File: src/rtl/if_fetch_stage_if.sv
// Bundle between the fetch stage, the instruction memory and the IF/ID register.
// Handshake: a fetch transfers on any cycle with imem_req & imem_gnt; while imem_gnt=0
// imem_req and imem_addr stay put, and imem_rvalid/imem_rdata follow each transfer by one cycle.
interface if_fetch_stage_if;
  logic        imem_req;
  logic [31:0] imem_addr;
  logic        imem_gnt;
  logic        imem_rvalid;
  logic [31:0] imem_rdata;
  logic [31:0] IF_ID_pc;
  logic [31:0] IF_ID_inst;
  logic        IF_ID_vld;

  modport master (
    output imem_req, imem_addr, IF_ID_pc, IF_ID_inst, IF_ID_vld,
    input  imem_gnt, imem_rvalid, imem_rdata
  );

  modport slave (
    input  imem_req, imem_addr, IF_ID_pc, IF_ID_inst, IF_ID_vld,
    output imem_gnt, imem_rvalid, imem_rdata
  );
endinterface

File: src/rtl/if_fetch_stage.sv
// Instruction-fetch stage: PC, req/gnt fetch port, 1-entry skid buffer and IF/ID register.
// Optional macro IF_MISALIGN_CHK_EN adds if_misalign and word-aligns redirect targets.
module if_fetch_stage #(
  parameter logic [31:0] RESET_PC = 32'h0000_0000,
  parameter logic [31:0] NOP_INST = 32'h0000_0013
) (
  input  logic               clk,
  input  logic               rst,
  input  logic               hold_IF,
  input  logic               CTRL_IF_jmp_vld,
  input  logic [31:0]        CTRL_IF_jmp_addr,
  if_fetch_stage_if.master   bus,
  output logic [1:0]         o_dbg_state
`ifdef IF_MISALIGN_CHK_EN
  ,
  output logic               if_misalign
`endif
);

  typedef enum logic [1:0] {
    ST_BOOT = 2'd0,
    ST_RUN  = 2'd1,
    ST_HOLD = 2'd2
  } state_t;

  state_t      r_state;
  logic [31:0] r_pc;
  logic [31:0] r_inflight_pc;
  logic        r_inflight;
  logic        r_kill;
  logic        r_skid_vld;
  logic [31:0] r_skid_inst;
  logic [31:0] r_skid_pc;
  logic [31:0] r_id_pc;
  logic [31:0] r_id_inst;
  logic        r_id_vld;

  logic        w_req;
  logic        w_accept;
  logic        w_rsp;
  logic [31:0] w_jmp_target;

`ifdef IF_MISALIGN_CHK_EN
  logic r_misalign;
  logic w_misalign;
  assign w_misalign   = |CTRL_IF_jmp_addr[1:0];
  assign w_jmp_target = {CTRL_IF_jmp_addr[31:2], 2'b00};
  assign if_misalign  = r_misalign;
`else
  assign w_jmp_target = CTRL_IF_jmp_addr;
`endif

  // A full skid slot blocks new fetches so at most one response is ever parked.
  assign w_req    = ~rst & (r_state == ST_RUN) & ~hold_IF & ~r_skid_vld & ~CTRL_IF_jmp_vld;
  assign w_accept = w_req & bus.imem_gnt;
  assign w_rsp    = bus.imem_rvalid & r_inflight & ~r_kill;

  assign bus.imem_req   = w_req;
  assign bus.imem_addr  = r_pc;
  assign bus.IF_ID_pc   = r_id_pc;
  assign bus.IF_ID_inst = r_id_inst;
  assign bus.IF_ID_vld  = r_id_vld;
  assign o_dbg_state    = r_state;

  always_ff @(posedge clk) begin
    if (rst) begin
      r_state       <= ST_BOOT;
      r_pc          <= RESET_PC;
      r_inflight_pc <= RESET_PC;
      r_inflight    <= 1'b0;
      r_kill        <= 1'b0;
      r_skid_vld    <= 1'b0;
      r_skid_inst   <= NOP_INST;
      r_skid_pc     <= RESET_PC;
      r_id_pc       <= RESET_PC;
      r_id_inst     <= NOP_INST;
      r_id_vld      <= 1'b0;
`ifdef IF_MISALIGN_CHK_EN
      r_misalign    <= 1'b0;
`endif
    end else begin
      r_inflight <= w_accept;
      if (w_accept) begin
        r_pc          <= r_pc + 32'd4;
        r_inflight_pc <= r_pc;
      end
      if (bus.imem_rvalid & r_inflight) begin
        r_kill <= 1'b0;
      end
`ifdef IF_MISALIGN_CHK_EN
      r_misalign <= 1'b0;
`endif

      if (CTRL_IF_jmp_vld) begin
        // A response landing in the redirect cycle is simply not presented; kill only
        // covers a request whose response is still to come.
        r_state    <= ST_RUN;
        r_pc       <= w_jmp_target;
        r_kill     <= r_inflight & ~bus.imem_rvalid;
        r_skid_vld <= 1'b0;
        r_id_vld   <= 1'b0;
        r_id_inst  <= NOP_INST;
`ifdef IF_MISALIGN_CHK_EN
        r_misalign <= w_misalign;
`endif
      end else if (hold_IF) begin
        case (r_state)
          ST_BOOT: r_state <= ST_RUN;
          default: r_state <= ST_HOLD;
        endcase
        if (w_rsp) begin
          r_skid_vld  <= 1'b1;
          r_skid_inst <= bus.imem_rdata;
          r_skid_pc   <= r_inflight_pc;
        end
      end else begin
        r_state <= ST_RUN;
        if (r_skid_vld) begin
          r_id_vld   <= 1'b1;
          r_id_inst  <= r_skid_inst;
          r_id_pc    <= r_skid_pc;
          r_skid_vld <= 1'b0;
        end else if (w_rsp) begin
          r_id_vld  <= 1'b1;
          r_id_inst <= bus.imem_rdata;
          r_id_pc   <= r_inflight_pc;
        end else begin
          r_id_vld  <= 1'b0;
          r_id_inst <= NOP_INST;
        end
      end
    end
  end

endmodule

File: src/flat_wrapper.sv
// flat-port wrapper written by rule: the top's interface ports become plain ports
module if_fetch_stage_flat 
#(
  parameter logic [31:0] RESET_PC = 32'h0000_0000,
  parameter logic [31:0] NOP_INST = 32'h0000_0013
)
  (clk, rst, hold_IF, CTRL_IF_jmp_vld, CTRL_IF_jmp_addr, o_dbg_state, bus_imem_req, bus_imem_addr, bus_IF_ID_pc, bus_IF_ID_inst, bus_IF_ID_vld, bus_imem_gnt, bus_imem_rvalid, bus_imem_rdata);
  if_fetch_stage_if bus_i ();
  input  logic clk;
  input  logic rst;
  input  logic hold_IF;
  input  logic CTRL_IF_jmp_vld;
  input  logic [31:0] CTRL_IF_jmp_addr;
  output logic [1:0] o_dbg_state;
  output wire logic [$bits(bus_i.imem_req)-1:0] bus_imem_req;
  output wire logic [$bits(bus_i.imem_addr)-1:0] bus_imem_addr;
  output wire logic [$bits(bus_i.IF_ID_pc)-1:0] bus_IF_ID_pc;
  output wire logic [$bits(bus_i.IF_ID_inst)-1:0] bus_IF_ID_inst;
  output wire logic [$bits(bus_i.IF_ID_vld)-1:0] bus_IF_ID_vld;
  input wire logic [$bits(bus_i.imem_gnt)-1:0] bus_imem_gnt;
  input wire logic [$bits(bus_i.imem_rvalid)-1:0] bus_imem_rvalid;
  input wire logic [$bits(bus_i.imem_rdata)-1:0] bus_imem_rdata;
  assign bus_imem_req = bus_i.imem_req;
  assign bus_imem_addr = bus_i.imem_addr;
  assign bus_IF_ID_pc = bus_i.IF_ID_pc;
  assign bus_IF_ID_inst = bus_i.IF_ID_inst;
  assign bus_IF_ID_vld = bus_i.IF_ID_vld;
  assign bus_i.imem_gnt = bus_imem_gnt;
  assign bus_i.imem_rvalid = bus_imem_rvalid;
  assign bus_i.imem_rdata = bus_imem_rdata;
  if_fetch_stage #(.RESET_PC(RESET_PC), .NOP_INST(NOP_INST)) u_core (.clk(clk), .rst(rst), .hold_IF(hold_IF), .CTRL_IF_jmp_vld(CTRL_IF_jmp_vld), .CTRL_IF_jmp_addr(CTRL_IF_jmp_addr), .bus(bus_i), .o_dbg_state(o_dbg_state));
endmodule
File: config.mk
export PLATFORM = sky130hd
export DESIGN_NAME = if_fetch_stage_flat
export DESIGN_NICKNAME = d
export VERILOG_FILES = /design/src/rtl/if_fetch_stage_if.sv /design/src/rtl/if_fetch_stage.sv /design/src/flat_wrapper.sv
export SDC_FILE = /design/constraint.sdc
export NUM_CORES = 1
export LEC_CHECK = 0
export ABC_AREA = 1
export CAP_MARGIN = 20
export CORE_ASPECT_RATIO = 1.1
export CORE_UTILIZATION = 50
export DETAILED_ROUTE_END_ITERATION = 6
export GPL_TIMING_DRIVEN = 0
export PLACE_DENSITY = 0.78
export SLEW_MARGIN = 20
export SYNTH_ARGS = -nofsm -noshare
export SYNTH_HDL_FRONTEND = slang
export SYNTH_SLANG_ARGS = --single-unit
File: constraint.sdc
create_clock -name clk -period 2.7 [get_ports clk]
set_clock_uncertainty 0.05 [all_clocks]
set_input_delay 0.54 -clock clk [delete_from_list [all_inputs] [get_ports clk]]
set_output_delay 0.54 -clock clk [all_outputs]
set_load 0.03 [all_outputs]
== After elaboration in Yosys (flattened, before gate mapping) ==
Index checks and enable logic that the tools add are counted.
Word-level totals
  register bits: 198
  input port bits: 70
  output and inout port bits: 100
Cells by class
  $add $sub $neg: 1
  equal/unequal tests: 1
  multiplexer cells: 13
  bitwise logic cells: 14
  reduce and logical (&&, ||, !) cells: 8
Operators with widths (number)
  $mux W32: 6
  $add A32 B3 Y32 const B: 1
  $and A1 B1 Y1: 8
  $mux W1: 6
  $not A1 Y1: 6
  $reduce_and A3 Y1: 2
  $reduce_bool A2 Y1: 3
  $reduce_or A3 Y1: 1
  $eq A2 B1 Y1 const B: 1
  $logic_not A2 Y1: 1
  $mux W2: 1
  $reduce_or A2 Y1: 1

== Depth between registers and ports, before layout ==
Gate-level depths: netlist of the first run.
  word-level depth: 8
  depth in mapped cells: 10

== Least setup slack after synthesis of the first run ==
OpenSTA, ideal clock, no wires.
  kind: register to register
  from: register u_core.r_pc[3] (netlist: u_core.bus.imem_addr[3])
  to: register u_core.r_pc[30] (netlist: u_core.bus.imem_addr[30])
  arrival time: 1600 ps
  required time: 2541 ps
  path slack: 941 ps
  stages on the path, launching flop included: 11
  path buffers: 0
  period minus slack after synthesis: 1759 ps
  cells stage by stage: dfxtp_1 ha_1 nand2_1 nor2_2 nand2_2 nor2_1 nand3_1 nand2_1 nand3_1 nand2_1 inv_1
On the way
  longest elaborated chain between the ends: 3
Ends and longest elaborated chain
  start: declaration: RTL line if_fetch_stage.sv:27  | logic [31:0] r_pc;
  start signal: assignment: RTL line if_fetch_stage.sv:84  | r_pc <= r_pc + 32'd4;
  start signal: assignment: RTL line if_fetch_stage.sv:98  | r_pc <= w_jmp_target;
  $add A32 B3 Y32: RTL line if_fetch_stage.sv:84
  $mux W32: RTL line if_fetch_stage.sv:83  | if (w_accept) begin
  $mux W32: RTL line if_fetch_stage.sv:94  | if (CTRL_IF_jmp_vld) begin
Every way passes these cells. The select of a mux whose other input is x is not followed.
A chain may end at the register's enable or synchronous reset.

== Worst setup path in the final report of the first run ==
  from: input CTRL_IF_jmp_vld
  to: output bus_imem_req
On the way
  longest elaborated chain between the ends: 2
Ends and longest elaborated chain
  start: declaration: RTL line flat_wrapper.sv:12  | input logic CTRL_IF_jmp_vld;
  $not A1 Y1: RTL line if_fetch_stage.sv:54  | assign w_req = ~rst & (r_state == ST_RUN) & ~hold_IF & ~r_skid_vld & ~CTRL_IF_jmp_vld;
  $and A1 B1 Y1: RTL line if_fetch_stage.sv:54
  end: declaration: RTL line flat_wrapper.sv:15  | output wire logic [$bits(bus_i.imem_req)-1:0] bus_imem_req;
Every way passes these cells.

==> run metrics, run 1 <==
status finished, final reports clean; CP top delay family buffers and inverters; Routed WL per cell 16.35 um; Setup TNS Final 0 ps; crit path to bus_imem_req; CTS resizes 1; port bufs 167; CTS tree yes; Final setup viols 0; # DRC 0; Worst R2R Setup Slack 770 ps; total global-route track usage 29.67%; RSZ-0062 raised after global routing no; initial antenna violation count 0; DR pass1 iterations 5; final non-filler cell area 0.01096 mm2; synth-to-layout area growth 29.29%; final slew viol count 0; CP max stage cell clkdlybuf4s50_1; DIE AREA 0.01749 mm2; Max-slew headroom 55.15%; post-synthesis sequential area ratio a little under half; starting density of the core 51.42%; Post-synth EDFFs 0; Layout Utilization 66.48%; Synth cell types 34; worst r2r path cells 10; detailed-route wire length about 26000 um; synth cell count leaders 250 x nand2_1, 198 x dfxtp_1, 140 x o21ai_0, 136 x a21oi_1, 114 x nor2_1; Final min period 2551 ps; cells taking the most area after synthesis dfxtp_1 47%, nand2_1 11%, o21ai_0 8.3%, a21oi_1 8.0%, nor2_1 5.0%; fill cell count 1475; CTS Sinks 198; setup bufs post-CTS 0; worst slew pin tran a little under 700 ps; net count after synthesis 1247; die span in y ~140 um; CP startpoint CTRL_IF_jmp_vld; max cap viols 0; maximum clock frequency 0.3921 GHz; share of cells above drive strength 1 6.405%; Placement Cell Area 0.01041 mm2; total power draw 6.099 mW; Final nets between 1000 and 1500; core area between 0.015 and 0.02 mm2; Syn Std Cell Area 0.008481 mm2; crit start category primary input; post-cts hold buffer count 0; Hold WC Path Type reg -> reg; HPWL Detailed 18710 um; ratio of final minimum period to clock period 94.46%; clock root buffer clkbuf_16; CP endpoint kind primary output; I/O pins 170; syn avg cell area between 7 and 8 um2; Post-synth ARST share 0%; number of global-route vias before repair 7978; non-filler cells, final 1578; largest net degree at the start of global routing 17; Vias just under 9000; Crit Path Max Fanout 5; Cell Chain, Critical Path clkdlybuf4s50_1 -> nor2_4 -> nand3_4 -> inv_1 -> dlygate4sd2_1; Clock Pin Slew Worst Setup and Hold Paths ~70 ps; LEAKAGE 4.095 nW; Final ANT Viol Nets 0; final setup margin 149.5 ps; Yosys top cell area share 46.74%; Register Area 0.003964 mm2; Worst Path Required 2110 ps; final hold viol count 0; synthesized instance count 1176; Setup CP Type in -> out; worst-skew pair later-pin latency 440 ps; Multi-input gate area 0.003789 mm2; PD cells 556.3 mW/mm2; cts bufs inserted 17; WHS 414.6 ps; VDD IR max 0.4048 mV; Die X 126.2 um; Worst R2R Start u_core.bus.imem_addr[3]; DRT iter0 DRCs slightly above 700; diodes inserted 0; #FFs+latches synth 198; largest area contributor in the netlist dfxtp_1; Place WS -126.4 ps; crit-path max cell delay between 500 and 600 ps; Synth Flop Type dfxtp_1; clk buf depth 2; most frequent cell after synthesis nand2_1; first-pass GRT wire length ~41000 um; row cnt 49; GRT Residual Overflow 0; Critical path buffers and inverters 3; drt via density ~5.5; RePlAce Congestion 0.9597; arrival time worst endpoint 1960 ps; Placed Instances 1547; yosys warns 0; H-tree levels 4; WP depth 5; reg-to-reg endpoint u_core.bus.imem_addr[30]
[worst min-delay path, stage by stage (launching register included)]
cell and delay [ps]:
dfxtp_1 330, nand2_1 50, nand3_1 50
[flip-flops by register name, indices dropped and copies added, names as in the netlist, 2 cells and up]
name                   flops
u_core.r_skid_inst        32
u_core.r_skid_pc          32
u_core.o_dbg_state         2
u_core.bus.IF_ID_pc       32
u_core.bus.IF_ID_inst     32
u_core.r_inflight_pc      32
u_core.bus.imem_addr      32
[report_power, final]
part           internal [mW]  switching, mW  total, mW
sequential              2.98         0.0659       3.04
clock                   1.32           1.15       2.48
combinational          0.246          0.335      0.580
total                   4.55           1.55       6.10
[how the worst min path moves through the flow]
| stage | slack [ps] | from | endpoint | cells after the start |
|---|---|---|---|---|
| after floorplan | 380 | u_core.r_skid_inst[0] | u_core.r_skid_inst[0] | 2 |
| after global placement | 390 | u_core.r_skid_inst[1] | u_core.r_skid_inst[1] | 2 |
| after detailed placement | 400 | u_core.r_skid_inst[0] | u_core.r_skid_inst[0] | 2 |
| after CTS | 410 | u_core.r_skid_inst[0] | u_core.r_skid_inst[0] | 2 |
| after global routing | 430 | u_core.r_skid_inst[22] | u_core.r_skid_inst[22] | 2 |
| final | 410 | u_core.r_skid_inst[1] | u_core.r_skid_inst[1] | 2 |
[cell usage in the layout (no fill, tap or decap), types with 5 or more instances in the layout]
cell type / netlist / routed
nor2_2: 6 / 6
o21ai_0: 140 / 140
inv_2: 6 / 6
buf_4: 8 / 8
dfxtp_1: 198 / 198
buf_2: 21 / 21
o21ai_1: 9 / 9
inv_1: 81 / 81
nor2_1: 114 / 114
clkdlybuf4s50_1: 0 / 166
clkbuf_1: 39 / 41
a21oi_1: 136 / 136
a31oi_1: 35 / 35
buf_1: 5 / 5
nand3_1: 79 / 79
nand2_1: 250 / 250
buf_6: 6 / 6
clkbuf_16: 0 / 17
[cell families after synthesis]
family	synth area share, %
AO/OA/AOI/OAI	20.68
flip-flops	46.74
buffers and inverters	8.587
XOR/XNOR	0.5164
adder cells (fa/ha/maj)	0.1475
AND/OR/NAND/NOR	23.33
[per-layer routing]
layer | wire [um] | global-route usage [%] | vias to the layer above
met5 | 0 | 0 | -
met4 | 643 | 12.05 | 0
met3 | 1801 | 5.170 | 50
met2 | 12330 | 48.12 | 351
met1 | 11020 | 39.10 | 4003
li1 | - | - | 4260
[layout make-up]
cell class	instances	share of cell area (%)
Sequential cell	198	36.15
Tap cell	204	2.328
Timing Repair Buffer	167	15.23
Buffer	79	3.629
Multi-Input combinational cell	811	34.55
Inverter	88	3.013
Clock inverter	10	0.8901
Clock buffer	21	4.199
No activity file was read; power rests on OpenSTA's default activity.
==> run 2: changes to the inputs <==
--- a/config.mk
+++ b/config.mk
@@ -16,3 +16,4 @@
 export SYNTH_ARGS = -nofsm -noshare
 export SYNTH_HDL_FRONTEND = slang
 export SYNTH_SLANG_ARGS = --single-unit
+export TNS_END_PERCENT = 5
==> results of run 2 <==
Final layout, timing and power as in run 1 (identical DEF).
